### config.mk
export PLATFORM = sky130hd
export DESIGN_NAME = ifetch_flat
export DESIGN_NICKNAME = d
export VERILOG_FILES = /design/src/rtl/ifetch_pkg.sv /design/src/rtl/ifetch_if.sv /design/src/rtl/if_fifo.sv /design/src/rtl/ifetch.sv /design/src/flat_wrapper.sv
export SDC_FILE = /design/constraint.sdc
export NUM_CORES = 1
export LEC_CHECK = 0
export ABC_AREA = 1
export BUFFER_PORTS_ARGS = -buffer_cell sky130_fd_sc_hd__buf_2
export CORE_ASPECT_RATIO = 0.6
export CORE_MARGIN = 5
export CORE_UTILIZATION = 45
export DETAILED_ROUTE_END_ITERATION = 16
export HOLD_SLACK_MARGIN = 0.12
export PLACE_DENSITY = 0.66
export SYNTH_ARGS = -nofsm -noshare
export SYNTH_HDL_FRONTEND = slang
export SYNTH_SLANG_ARGS = --single-unit
export TNS_END_PERCENT = 10
### constraint.sdc
create_clock -name clk -period 6 [get_ports clk]
set_clock_uncertainty 0.15 [all_clocks]
set_input_delay 1.2 -clock clk [delete_from_list [all_inputs] [get_ports clk]]
set_output_delay 1.2 -clock clk [all_outputs]
set_load 0.01 [all_outputs]
### src/rtl/ifetch_pkg.sv
// Shared constants and the fetch-buffer entry layout for the instruction fetch stage.
package ifetch_pkg;

    localparam logic [31:0] RstPC    = 32'h0000_0000;
    localparam logic [31:0] ZeroWord = 32'h0000_0000;
    localparam logic [31:0] INST_NOP = 32'h0000_0013;

    typedef struct packed {
        logic        fault;
        logic [31:0] addr;
        logic [31:0] inst;
    } fetch_entry_t;

    function automatic logic [31:0] word_align(input logic [31:0] a);
        return a & 32'hFFFF_FFFC;
    endfunction

endpackage

### src/rtl/ifetch_if.sv
// Instruction bus, redirect and decode handshake bundle for ifetch.
// ibus_err_i exists only when IFETCH_FAULT_EN is defined.
interface ifetch_if;

    logic        ibus_req_o;
    logic [31:0] ibus_addr_o;
    logic        ibus_gnt_i;
    logic        ibus_rvalid_i;
    logic [31:0] ibus_rdata_i;
`ifdef IFETCH_FAULT_EN
    logic        ibus_err_i;
`endif
    logic        redirect_i;
    logic [31:0] redirect_pc_i;
    logic        inst_valid_o;
    logic [31:0] inst_o;
    logic [31:0] addr_o;
    logic        fault_o;
    logic        inst_ready_i;

    modport master (
        output ibus_req_o, ibus_addr_o,
        input  ibus_gnt_i, ibus_rvalid_i, ibus_rdata_i,
`ifdef IFETCH_FAULT_EN
        input  ibus_err_i,
`endif
        input  redirect_i, redirect_pc_i, inst_ready_i,
        output inst_valid_o, inst_o, addr_o, fault_o
    );

    modport slave (
        input  ibus_req_o, ibus_addr_o,
        output ibus_gnt_i, ibus_rvalid_i, ibus_rdata_i,
`ifdef IFETCH_FAULT_EN
        output ibus_err_i,
`endif
        output redirect_i, redirect_pc_i, inst_ready_i,
        input  inst_valid_o, inst_o, addr_o, fault_o
    );

endinterface

### src/rtl/if_fifo.sv
// Small synchronous FIFO with a registered head; the head reads as zero while empty.
module if_fifo #(
    parameter int WIDTH = 65,
    parameter int DEPTH = 2
) (
    input  logic                         clk,
    input  logic                         rst,
    input  logic                         flush,
    input  logic                         push,
    input  logic [WIDTH-1:0]             din,
    input  logic                         pop,
    output logic [WIDTH-1:0]             dout,
    output logic                         full,
    output logic                         empty,
    output logic [$clog2(DEPTH+1)-1:0]   count
);

    localparam int PW = $clog2(DEPTH);
    localparam int CW = $clog2(DEPTH + 1);

    logic [WIDTH-1:0] mem [DEPTH];
    logic [PW-1:0]    wr_ptr;
    logic [PW-1:0]    rd_ptr;
    logic [CW-1:0]    cnt;
    logic             push_ok;
    logic             pop_ok;

    assign empty   = (cnt == '0);
    assign full    = (cnt == CW'(DEPTH));
    assign count   = cnt;
    assign pop_ok  = pop & ~empty;
    // A full FIFO may accept a push in the same cycle its head is popped.
    assign push_ok = push & (~full | pop_ok);
    assign dout    = empty ? '0 : mem[rd_ptr];

    always_ff @(posedge clk) begin
        if (rst || flush) begin
            wr_ptr <= '0;
            rd_ptr <= '0;
            cnt    <= '0;
        end else begin
            if (push_ok) wr_ptr <= wr_ptr + 1'b1;
            if (pop_ok)  rd_ptr <= rd_ptr + 1'b1;
            cnt <= cnt + CW'(push_ok) - CW'(pop_ok);
        end
    end

    always_ff @(posedge clk) begin
        if (push_ok) mem[wr_ptr] <= din;
    end

endmodule

### src/rtl/ifetch.sv
// RV32I fetch stage: PC, in-order word fetch, instruction buffer and redirect flush.
// IFETCH_FAULT_EN adds ibus_err_i, fault entries and the halted state.
module ifetch
    import ifetch_pkg::*;
#(
    parameter logic [31:0] RESET_PC = RstPC,
    parameter int          DEPTH    = 2
) (
    input logic      clk,
    input logic      rst,
    ifetch_if.master bus
);

    localparam int CW = $clog2(DEPTH + 1);
    localparam int DW = CW + 2;

    logic [31:0]   pc;
    logic [CW-1:0] outst;
    logic [DW-1:0] discard;
    logic          halted;
    logic          grant;
    logic          accept;
    logic          pop;
    logic          fault_hit;
    logic [CW:0]   occ;

    fetch_entry_t  fe_din;
    fetch_entry_t  fe_dout;
    logic          fe_empty;
    logic          fe_full;
    logic [CW-1:0] fe_count;
    logic [31:0]   aq_dout;
    logic          aq_empty;
    logic          aq_full;
    logic [CW-1:0] aq_count;

    assign pop    = bus.inst_valid_o & bus.inst_ready_i & ~bus.redirect_i;
    assign occ    = {1'b0, outst} + {1'b0, fe_count} - {{CW{1'b0}}, pop};
    assign grant  = bus.ibus_req_o & bus.ibus_gnt_i;
    // Responses still owed to a flushed fetch stream are swallowed first.
    assign accept = bus.ibus_rvalid_i & (discard == '0);

    assign bus.ibus_req_o  = ~rst & ~bus.redirect_i & ~halted & (occ < (CW+1)'(DEPTH));
    assign bus.ibus_addr_o = pc;

`ifdef IFETCH_FAULT_EN
    assign fault_hit   = accept & bus.ibus_err_i;
    assign bus.fault_o = fe_dout.fault;

    always_ff @(posedge clk) begin
        if (rst || bus.redirect_i) halted <= 1'b0;
        else if (fault_hit)        halted <= 1'b1;
    end
`else
    assign fault_hit   = 1'b0;
    assign bus.fault_o = 1'b0;
    assign halted      = 1'b0;
`endif

    assign fe_din.fault = fault_hit;
    assign fe_din.addr  = aq_dout;
    assign fe_din.inst  = fault_hit ? INST_NOP : bus.ibus_rdata_i;

    assign bus.inst_valid_o = ~fe_empty;
    assign bus.inst_o       = fe_dout.inst;
    assign bus.addr_o       = fe_dout.addr;

    always_ff @(posedge clk) begin
        if (rst) begin
            pc      <= RESET_PC;
            outst   <= '0;
            discard <= '0;
        end else if (bus.redirect_i) begin
            pc      <= word_align(bus.redirect_pc_i);
            outst   <= '0;
            discard <= discard + DW'(outst) + DW'(grant) - DW'(bus.ibus_rvalid_i);
        end else if (fault_hit) begin
            if (grant) pc <= pc + 32'd4;
            outst   <= '0;
            discard <= DW'(outst) + DW'(grant) - DW'(1);
        end else begin
            if (grant) pc <= pc + 32'd4;
            outst <= outst + CW'(grant) - CW'(accept);
            if (bus.ibus_rvalid_i && discard != '0) discard <= discard - 1'b1;
        end
    end

    if_fifo #(
        .WIDTH ($bits(fetch_entry_t)),
        .DEPTH (DEPTH)
    ) u_inst_fifo (
        .clk   (clk),
        .rst   (rst),
        .flush (bus.redirect_i),
        .push  (accept),
        .din   (fe_din),
        .pop   (pop),
        .dout  (fe_dout),
        .full  (fe_full),
        .empty (fe_empty),
        .count (fe_count)
    );

    // Addresses of granted requests, matched to responses in order.
    if_fifo #(
        .WIDTH (32),
        .DEPTH (DEPTH)
    ) u_addr_q (
        .clk   (clk),
        .rst   (rst),
        .flush (bus.redirect_i | fault_hit),
        .push  (grant),
        .din   (pc),
        .pop   (accept),
        .dout  (aq_dout),
        .full  (aq_full),
        .empty (aq_empty),
        .count (aq_count)
    );

    logic unused_ok;
    assign unused_ok = &{1'b0, fe_full, aq_full, aq_empty, aq_count, fe_dout.fault};

    assert property (@(posedge clk) disable iff (rst)
        bus.ibus_rvalid_i |-> (outst != '0 || discard != '0));

endmodule

### src/flat_wrapper.sv
// flat-port wrapper written by rule: the top's interface ports become plain ports
module ifetch_flat import ifetch_pkg::*;
#(
    parameter logic [31:0] RESET_PC = RstPC,
    parameter int          DEPTH    = 2
)
  (clk, rst, bus_ibus_req_o, bus_ibus_addr_o, bus_ibus_gnt_i, bus_ibus_rvalid_i, bus_ibus_rdata_i, bus_redirect_i, bus_redirect_pc_i, bus_inst_ready_i, bus_inst_valid_o, bus_inst_o, bus_addr_o, bus_fault_o);
  ifetch_if bus_i ();
  input logic clk;
  input logic rst;
  output wire logic [$bits(bus_i.ibus_req_o)-1:0] bus_ibus_req_o;
  output wire logic [$bits(bus_i.ibus_addr_o)-1:0] bus_ibus_addr_o;
  input wire logic [$bits(bus_i.ibus_gnt_i)-1:0] bus_ibus_gnt_i;
  input wire logic [$bits(bus_i.ibus_rvalid_i)-1:0] bus_ibus_rvalid_i;
  input wire logic [$bits(bus_i.ibus_rdata_i)-1:0] bus_ibus_rdata_i;
  input wire logic [$bits(bus_i.redirect_i)-1:0] bus_redirect_i;
  input wire logic [$bits(bus_i.redirect_pc_i)-1:0] bus_redirect_pc_i;
  input wire logic [$bits(bus_i.inst_ready_i)-1:0] bus_inst_ready_i;
  output wire logic [$bits(bus_i.inst_valid_o)-1:0] bus_inst_valid_o;
  output wire logic [$bits(bus_i.inst_o)-1:0] bus_inst_o;
  output wire logic [$bits(bus_i.addr_o)-1:0] bus_addr_o;
  output wire logic [$bits(bus_i.fault_o)-1:0] bus_fault_o;
  assign bus_ibus_req_o = bus_i.ibus_req_o;
  assign bus_ibus_addr_o = bus_i.ibus_addr_o;
  assign bus_i.ibus_gnt_i = bus_ibus_gnt_i;
  assign bus_i.ibus_rvalid_i = bus_ibus_rvalid_i;
  assign bus_i.ibus_rdata_i = bus_ibus_rdata_i;
  assign bus_i.redirect_i = bus_redirect_i;
  assign bus_i.redirect_pc_i = bus_redirect_pc_i;
  assign bus_i.inst_ready_i = bus_inst_ready_i;
  assign bus_inst_valid_o = bus_i.inst_valid_o;
  assign bus_inst_o = bus_i.inst_o;
  assign bus_addr_o = bus_i.addr_o;
  assign bus_fault_o = bus_i.fault_o;
  ifetch #(.RESET_PC(RESET_PC), .DEPTH(DEPTH)) u_core (.clk(clk), .rst(rst), .bus(bus_i));
endmodule
; ---- Word-level counts from Yosys, hierarchy flattened
; Memories as Yosys holds them, arrays and structs flattened. A register that Yosys moved wholly into a read port is not among the register bits.
; Index checks and enable logic that the tools add are counted.
[word_totals]
reg_bits = 46
ram_bits = 192
out_inout_bits = 99
mem_count = 2
[op_classes]
n_addsub = 17
order_cmp = 1
n_eq_ne = 2
mux = 14
bitwise = 18
n_reduce_logical = 9
[memory_table]
columns = memory, depth, word_bits, read_ports, rd_ports_with_merged_regs, wr, line
row1 = u_core.u_inst_fifo.mem, 2, 64, 1, 1, 1, if_fifo.sv:21  ; logic [WIDTH-1:0] mem [DEPTH];
row2 = u_core.u_addr_q.mem, 2, 32, 1, 1, 1, if_fifo.sv:21
[op_table]
columns = cell, n
row1 = $mux W32, 3
row2 = $mux W64, 1
row3 = $add A32 B3 Y32 const B, 1
row4 = $and A1 B1 Y1, 10
row5 = $mux W1, 8
row6 = $mux W4, 2
row7 = $add A2 B1 Y2, 3
row8 = $not A1 Y1, 6
row9 = $sub A2 B1 Y2, 3
row10 = $add A1 B1 Y1 const B, 4
row11 = $add A4 B1 Y4, 1
row12 = $add A4 B2 Y4, 1
row13 = $eq A2 B2 Y1 const B, 2
row14 = $logic_not A2 Y1, 2
row15 = $logic_not A4 Y1, 1
row16 = $reduce_bool A2 Y1, 2
row17 = $reduce_bool A4 Y1, 1
row18 = $sub A4 B1 Y4, 1
row19 = $sub A4 B1 Y4 const B, 1
row20 = $add A2 B2 Y3, 1
row21 = $lt A3 B2 Y1 const B, 1
row22 = $sub A3 B1 Y3, 1
row23 = $or A1 B1 Y1, 2
row24 = $reduce_or A2 Y1, 1
row25 = 2 further kinds, 2

; ---- Longest topological paths before layout
; Gate-level depths: netlist of run 1.
[logic_depth]
ltp_word = 11
depth_mapped = 20
ltp_nobuf = 20

; ---- By module
; A second synthesis of run 1 with hierarchy kept.
[hier_totals]
hier_cells = 1046
hier_area_um2 = 10734.0
[modules_own_cells]
columns = mod, instances, cells_per_inst, area_per_inst_um2, seq_area_each_um2
row1 = if_fifo (u_core.u_inst_fifo), 1, 388, 5290.1, 4003.8
row2 = ifetch, 1, 445, 2766.4, 720.7
row3 = if_fifo (u_core.u_addr_q), 1, 213, 2677.6, 2021.9

; ---- Worst setup path after synthesis of run 1
; OpenSTA, ideal clock, no wires.
[synth_path]
kind = input to register
start = in bus_redirect_i
end = mem u_core.u_addr_q.mem[2][10], in the netlist u_core.u_addr_q.mem[1][10] (enable)
t_arrival_ns = 4.610
required_time_ns = 5.430
slack_ns = 0.821
cell_stages = 11
n_path_buf = 1
cell_sequence = buf_4 inv_1 nand3_1 inv_1 ha_1 or2_2 fa_1 nand2_4 nor3_4 nand2_1 nor2_1
[synth_via]
elab_chain_cells = 9
word_cells_on_any_way = 10
[synth_rtl]
columns = element, line
row1 = from (decl), flat_wrapper.sv:16  ; input wire logic [$bits(bus_i.redirect_i)-1:0] bus_redirect_i;
row2 = $not A1 Y1 (*), "ifetch.sv:37, ifetch.sv:43"
row3 = $and A1 B1 Y1, ifetch.sv:37  ; assign pop = bus.inst_valid_o & bus.inst_ready_i & ~bus.redirect_i;
row4 = $sub A3 B1 Y3, ifetch.sv:38  ; assign occ = {1'b0, outst} + {1'b0, fe_count} - {{CW{1'b0}}, pop};
row5 = $lt A3 B2 Y1, ifetch.sv:43  ; assign bus.ibus_req_o = ~rst & ~bus.redirect_i & ~halted & (occ < (CW+1)'(DEPTH));
row6 = $and A1 B1 Y1 (*), ifetch.sv:43
row7 = $and A1 B1 Y1 (*), ifetch.sv:39  ; assign grant = bus.ibus_req_o & bus.ibus_gnt_i;
row8 = $and A1 B1 Y1 (*), if_fifo.sv:33  ; assign push_ok = push & (~full | pop_ok);
row9 = $mux W1 (*), if_fifo.sv:49  ; if (push_ok) mem[wr_ptr] <= din;
row10 = $mux W1 (implied by the code) (*), if_fifo.sv:49
row11 = to (decl), if_fifo.sv:21
; Every way passes the cells marked *; elsewhere a longest branch is shown, timed or not.

; ---- Worst setup path after layout of run 1
[layout_path]
start = in bus_redirect_i
end = out bus_ibus_req_o
[layout_via]
elab_chain_cells = 5
word_cells_on_any_way = 6
[layout_rtl]
columns = element, line
row1 = $not A1 Y1 (*), "ifetch.sv:37, ifetch.sv:43"
row2 = $and A1 B1 Y1, ifetch.sv:37
row3 = $sub A3 B1 Y3, ifetch.sv:38
row4 = $lt A3 B2 Y1, ifetch.sv:43
row5 = $and A1 B1 Y1 (*), ifetch.sv:43
row6 = to (decl), flat_wrapper.sv:11  ; output wire logic [$bits(bus_i.ibus_req_o)-1:0] bus_ibus_req_o;
; Marks and branches as above.

==> results.md, run 1 <==
- R2R depth: 13
- Period utilization: 73.9%
- Vias in the first global route: 6931
- Nets: 1273
- Hold Buf Count CTS: 0
- Internal: 3.00 mW
- Number of cell rows: 42
- Slew Limit Fails: 0
- Die X: 204 um
- Clk Tree Root Cell: clkbuf_16
- P_sw: 0.945 mW
- Routed Antenna Nets: 0
- Post_cts resized: 0
- Combinational share of power: 11.9%
- Placed insts: 1449
- Overall routing resource usage: 18.2%
- Die ar.: 25700 um2
- Cell family with most CP delay: adder cells
- Min-Delay Path Depth: 1
- H-tree Lvls: 1
- Vias post-DR: 7432
- Final wirelength: 23.9 mm
- Wire per inst: 16.0 um
- Hold slack: 0.336 ns
- Kind of critical path: in -> out
- Cell Area, Synth: 10100 um2
- CP cell instances: buf_2 > inv_1 > nand3_1 > inv_1 > ha_1 > or2_2 > fa_1 > nand2_4 > nor2_1 > buf_2
- Pre-CTS setup slack: 1.18 ns
- Final setup viols: 0
- Post-route DRC: 0
- Metal3 WL: 1.73 mm
- Total CTS buffers: 22
- Clock slew at reported path FFs: 0.06 ns
- Setup Fix Bufs, Post-CTS: 0
- EDFF count, synth: 184
- Ports: 169
- Core area: 22100 um2
- Min-delay worst type: reg -> reg
- Max clock buf depth: 3
- Average size of a mapped cell: 9.79 um2
- #FFs+latches synth: 230
- Global-route wire length before repair: 37.7 mm
- F_max: 225 MHz
- FF-to-FF setup slack: 1.98 ns
- Pre-antenna DRT Iters: 6
- Post-synth ARST share: 0%
- Pleak: 4.91 nW
- Crit path arrival time: 3.09 ns
- Sequential area share after synthesis: 63.8%
- Slew @ Worst Pin: 0.993 ns
- Buf/Inv on CP: 4
- Power Density: 328 nW/um2
- DR top layer: met4
- Terminus of the critical flop-to-flop path: u_core.u_addr_q.mem[0][23]
- Post-Layout Cell Count: 1489
- Share of cells above drive strength 1: 18.9%
- Required time worst endpoint: 4.65 ns
- Die Ht: 126 um
- Clk_lat worst skew: 0.51 ns
- Tot Pwr: 3.95 mW
- Most common cell after layout, fill and taps aside: nand2_1
- Switching share of power: 23.9%
- Outcome: complete, no violations
- CTS tree: built
- GPL Wtd Cong: 0.877
- DR WL met2: 10.3 mm
- CP endpoint kind: output port
- Critical-path maximum fanout: 5
- Reg power frac: 48.6%
- Max VDD drop: 0.159 mV
- Most frequent cells in the layout: nand2_1 (345), edfxtp_1 (184), buf_2 (161)
- Syn-to-layout area delta: 18.9%
- Syn. warnings: 0
- Port Buffer Count: 161
- Total negative slack: 0 ns
- Synth Flop Type: edfxtp_1
- Element type at the critical path start: input port
- Cells after synthesis: 1033
- Slowest CP cell: fa_1
- Antenna violations before repair: 0
- Largest net degree at the start of global routing: 64
- Post-route setup slack: 1.56 ns
- DRT met1 WL: 11.4 mm
- CTS Sinks: 230
- Initial Util: 45.8%
- Grt ovf: 0
- Max Cap Viol: 0
- Vias per Instance: 4.99
- Clk pwr share: 39.4%
- Slew margin rel.: 33.7%
- Hpwl dp: 15.6 mm
- Crit-path max cell delay: 0.56 ns
- Minimum clock period: 4.44 ns
- Count of cell types in the netlist: 34
- Final hold violation count: 0
- Reg-to-Reg Start: u_core.u_inst_fifo.count[1]
- Starting DRT DRC Count: 621
- # diodes: 0
- Min-delay src: u_core.u_addr_q.rd_ptr
- Unrepaired setup endpoints after global routing: no
==> stage by stage <==
step                cell area, um2  utilization [%]
global placement             11200             50.7
floorplan                    10100                -
detailed placement           11200             50.7
CTS                          12000             54.5
global route                 12000             54.5
finish                       12000             54.5
==> cell usage after synthesis, types with 2 or more instances <==
cell type / count / area (um2)
nand3_1: 63 / 315
nor2_1: 64 / 240
buf_4: 6 / 45.0
buf_6: 3 / 33.8
xnor2_1: 9 / 78.8
nor2_2: 3 / 18.8
buf_2: 2 / 10.0
clkbuf_1: 33 / 124
a21oi_1: 131 / 656
nand3b_1: 2 / 15.0
inv_1: 80 / 300
o21bai_1: 5 / 37.5
ha_1: 13 / 163
buf_1: 4 / 15.0
edfxtp_1: 184 / 5530
xor2_1: 7 / 61.3
and2_1: 2 / 12.5
or2_2: 3 / 18.8
fa_1: 3 / 60.1
nand2_2: 2 / 12.5
dfxtp_1: 46 / 921
nand2_1: 345 / 1290
o21ai_0: 12 / 60.1
==> metal layers <==
metal | GRT usage, % | up-vias
li1 | - | 3741
met1 | 27.6 | 3413
met2 | 27.4 | 243
met3 | 3.57 | 35
met4 | 3.73 | 0
met5 | 0 | -
==> worst max path at each step <==
stage | startpoint | to | slack (ns) | cells after the start
global route | bus_redirect_i | bus_ibus_req_o | 1.41 | 13
detailed placement | bus_redirect_i | u_core.discard[2] | 1.18 | 19
CTS | bus_redirect_i | bus_ibus_req_o | 1.55 | 10
finish | bus_redirect_i | bus_ibus_req_o | 1.56 | 10
global placement | bus_redirect_i | u_core.discard[2] | 1.25 | 19
floorplan | bus_redirect_i | u_core.u_addr_q.mem[1][10] | 0.82 | 11
==> area by class of cell <==
type / instances / area, um2
inverters: 82 / 308
multi-input cells: 677 / 3170
repair buffers: 174 / 916
well taps: 286 / 358
clock inverters: 17 / 269
flip-flops and latches: 230 / 6450
clock buffers: 23 / 554
fillers: 2009 / 10000
==> sequential cells by signal (all words and copies together) (netlist names), 2 cells and up, named ones only <==
signal,flops
u_core.bus.ibus_addr_o,30
u_core.u_addr_q.count,2
u_core.outst,2
u_core.u_addr_q.mem,60
u_core.u_inst_fifo.count,2
u_core.discard,4
u_core.u_inst_fifo.mem,124
==> power groups by stage <==
stage               clock [mW]  sequential (mW)  combinational, mW
floorplan                    0             1.95              0.311
global placement             0             1.95              0.467
detailed placement           0             1.95              0.479
CTS                       1.59             1.92              0.481
global route              1.66             1.93              0.535
finish                    1.56             1.92              0.471
==> logic make-up after synthesis <==
| kind of cell | count (synthesis) | synth area share [%] |
|---|---|---|
| AOI/OAI and AO/OA | 149 | 7.51 |
| xor gates and xnor gates | 16 | 1.39 |
| adders and majority gates | 16 | 2.20 |
| buffers and inverters | 130 | 5.30 |
| DFF | 230 | 63.8 |
| other | 1 | 0.0371 |
| and+or+nand+nor | 491 | 19.8 |
No activity file was read; power rests on OpenSTA's default activity.
==> inputs of run 2 (changes only) <==
--- a/config.mk
+++ b/config.mk
@@ -5,14 +5,14 @@
 export SDC_FILE = /design/constraint.sdc
 export NUM_CORES = 1
 export LEC_CHECK = 0
-export ABC_AREA = 1
+export ABC_AREA = 0
 export BUFFER_PORTS_ARGS = -buffer_cell sky130_fd_sc_hd__buf_2
 export CORE_ASPECT_RATIO = 0.6
 export CORE_MARGIN = 5
 export CORE_UTILIZATION = 45
 export DETAILED_ROUTE_END_ITERATION = 16
 export HOLD_SLACK_MARGIN = 0.12
-export PLACE_DENSITY = 0.66
+export PLACE_DENSITY = 0.69
 export SYNTH_ARGS = -nofsm -noshare
 export SYNTH_HDL_FRONTEND = slang
 export SYNTH_SLANG_ARGS = --single-unit
==> constraint.sdc (replaced) <==
create_clock -name clk -period 3.9 [get_ports clk]
set_clock_uncertainty 0.15 [all_clocks]
set_input_delay 0.78 -clock clk [delete_from_list [all_inputs] [get_ports clk]]
set_output_delay 0.78 -clock clk [all_outputs]
set_load 0.01 [all_outputs]
==> results.md, run 2 <==
- Outcome: complete, no violations
- Slowest CP cell: fa_1
- Port Buffer Count: 161 (unchanged)
- Clock slew at reported path FFs: 0.07 ns (about the same)
- Post-route setup slack: 0.201 ns (-1.36 ns)
- Synth Flop Type: edfxtp_1
- Synth top cells by count: edfxtp_1 (184), nor2_1 (113), mux2i_1 (94)
- Power Density: 537 nW/um2 (+63%)
- Wire per inst: 19.2 um (+20%)
- Pleak: 4.30 nW (-12%)
- Max Cap Viol: 0 (unchanged)
- Syn-to-layout area delta: 20.1%
- Setup Fix Bufs, Post-CTS: 0 (unchanged)
- Global-route wire length before repair: 36.8 mm (-2.3%)
- Required time worst endpoint: 2.97 ns (-1.68 ns)
- Cell with the most instances after synthesis: edfxtp_1
- Core area: 21900 um2 (-0.95%)
- Final setup viols: 0 (unchanged)
- Most frequent cells in the layout: edfxtp_1 (184), buf_2 (161), nor2_1 (110)
- Hpwl dp: 15.8 mm (+1.4%)
- Most common cell after layout, fill and taps aside: edfxtp_1
- Post-Layout Cell Count: 1226 (-18%)
- Total CTS buffers: 22 (unchanged)
- Nets: 1010 (-21%)
- Number of cell rows: 42 (unchanged)
- CP cell instances: nor2_4 > inv_1 > and2_1 > ha_1 > nand2b_1 > fa_1 > xor2_1 > buf_4 > and3_1 > buf_2
- Largest net degree at the start of global routing: 63 (-1.6%)
- Sequential area share after synthesis: 65.1% (+1.3 points)
- Clk Tree Root Cell: clkbuf_16
- Die ar.: 25200 um2 (-1.9%)
- Kind of critical path: reg -> out
- Crit-path max cell delay: 0.41 ns (-0.15 ns)
- EDFF count, synth: 184 (unchanged)
- Overall routing resource usage: 18.2% (+0.035 points)
- Tot Pwr: 6.39 mW (+62%)
- Die Ht: 125 um (-0.94%)
- Post-route DRC: 0 (unchanged)
- Average size of a mapped cell: 13.0 um2 (+33%)
- Routed Antenna Nets: 0 (unchanged)
- Dpl cell area: 11200 um2 (-0.21%)
- Final hold violation count: 0 (unchanged)
- Buf/Inv on CP: 3 (-1)
- Largest register FFs: 124 (unchanged)
- Vias per Instance: 5.44 (+9.0%)
- Most flops, register: u_core.u_inst_fifo.mem
- Pre-CTS setup slack: -0.0607 ns (-1.24 ns)
- Post-synth ARST share: 0% (unchanged)
- Antenna violations before repair: 0 (unchanged)
- Min-delay worst type: in -> reg
- Clk_lat worst skew: 0.51 ns (about the same)
- Initial Util: 45.3% (-0.49 points)
- Vias post-DR: 6668 (-10%)
- Period utilization: 94.8%
- Placed insts: 1186 (-18%)
- Pre-antenna DRT Iters: 5 (-1)
- H-tree Lvls: 1 (unchanged)
- Die X: 202 um (-0.96%)
- Critical-path maximum fanout: 4 (-1)
- Crit path arrival time: 2.77 ns (-0.32 ns)
- Synth area leader: edfxtp_1
- Slew @ Worst Pin: 1.00 ns (+0.00809 ns)
- F_max: 270 MHz
- Cell family with most CP delay: adder cells
- Cell Area, Synth: 9910 um2 (-2.0%)
- GPL Wtd Cong: 0.866 (-1.3%)
- Slew margin rel.: 33.3% (-0.47 points)
- Final wirelength: 23.6 mm (-1.3%)
- Starting DRT DRC Count: 475 (-24%)
- Max VDD drop: 0.411 mV (+160%)
- Count of cell types in the netlist: 60 (+76%)
- Minimum clock period: 3.70 ns
- Cells after synthesis: 762 (-26%)
- Vias in the first global route: 6506 (-6.1%)
- Largest cells by area after synthesis: edfxtp_1 (56%), mux2i_1 (9.5%), dfxtp_1 (9.3%)
- # diodes: 0 (unchanged)
- CTS Sinks: 230 (unchanged)
- Max clock buf depth: 3 (unchanged)
- Element type at the critical path start: flip-flop
- CP endpoint kind: output port
- Grt ovf: 0 (unchanged)
- Ports: 169 (unchanged)
- Syn. warnings: 0 (unchanged)
- Share of cells above drive strength 1: 24.4% (+5.5 points)
- Slew Limit Fails: 0 (unchanged)
- Yosys top cell area share: 55.8% (+1.1 points)
- Post-route cell area: 11900 um2 (-1.1%)
- Unrepaired setup endpoints after global routing: no
- CTS tree: built
- #FFs+latches synth: 230 (unchanged)
[run 2: cell types whose count changed in the layout (fill, tap and decap cells not counted), moves of 14 or more]
cell,previous run,this run
nand2_1,345,28
a21oi_1,131,11
a31oi_1,1,19
o211ai_1,0,14
nand3_1,63,17
mux2i_1,0,94
nor2_1,59,110
inv_1,80,22
[run 2: final timing paths]
check / from / slack (ns) / depth (start not counted) / end
max: u_core.u_inst_fifo.count[1] / 0.20 / 10 / bus_ibus_req_o
min: bus_ibus_rdata_i[12] / 0.31 / 1 / u_core.u_inst_fifo.mem[1][12]
max reg2reg: u_core.u_inst_fifo.count[1] / 0.45 / 13 / u_core.discard[2]
min reg2reg: u_core.u_inst_fifo.rd_ptr / 0.35 / 2 / u_core.u_inst_fifo.rd_ptr
[run 2: cells by family after synthesis]
family	after synthesis	synth area share [%]
xor+xnor	16	1.41
flops	230	65.1
fa+ha+maj	16	2.25
simple gates	238	11.9
compound gates	95	6.81
mux	94	9.50
buf+inv	72	3.06
other cells	1	0.0379
[run 2: where the power goes]
part           internal, mW  total, mW  switching (mW)
Clock                  1.23       2.12           0.885
Combinational         0.458       1.17           0.708
Sequential             2.98       3.10           0.126
[run 2: stage by stage]
stage	utilization [%]	TNS [ns]	hold slack [ns]
6_report	54.4	0	0.310
3_3_place_gp	51.1	-0.0277	0.336
4_1_cts	54.4	0	0.285
5_1_grt	54.4	0	0.285
3_5_place_dp	51.1	-0.0607	0.348
2_1_floorplan	-	-6.43	0.322
[run 2: metal layers]
| metal | GRT usage (%) | wire (um) | share of wire [%] | up-vias |
|---|---|---|---|---|
| met5 | 0 | 0 | 0 | - |
| met4 | 3.61 | 471 | 2.0 | 0 |
| met3 | 4.74 | 1780 | 7.5 | 28 |
| met2 | 27.6 | 10200 | 43 | 218 |
| met1 | 26.8 | 11100 | 47 | 3252 |
| li1 | - | - | - | 3170 |
[run 2: cell type report]
type / count / area (um2)
Multi-Input combinational cell: 464 / 3210
Fill cell: 1887 / 9960
Timing Repair Buffer: 183 / 1070
Tap cell: 286 / 358
Sequential cell: 230 / 6450
Clock buffer: 30 / 612
Clock inverter: 10 / 106
Inverter: 23 / 86.3
[run 2: timing repair]
item                                    4_1_cts  5_1_grt
resized for setup                             0        1
hold buffers                                  0        0
endpoints found under the setup margin        0        1
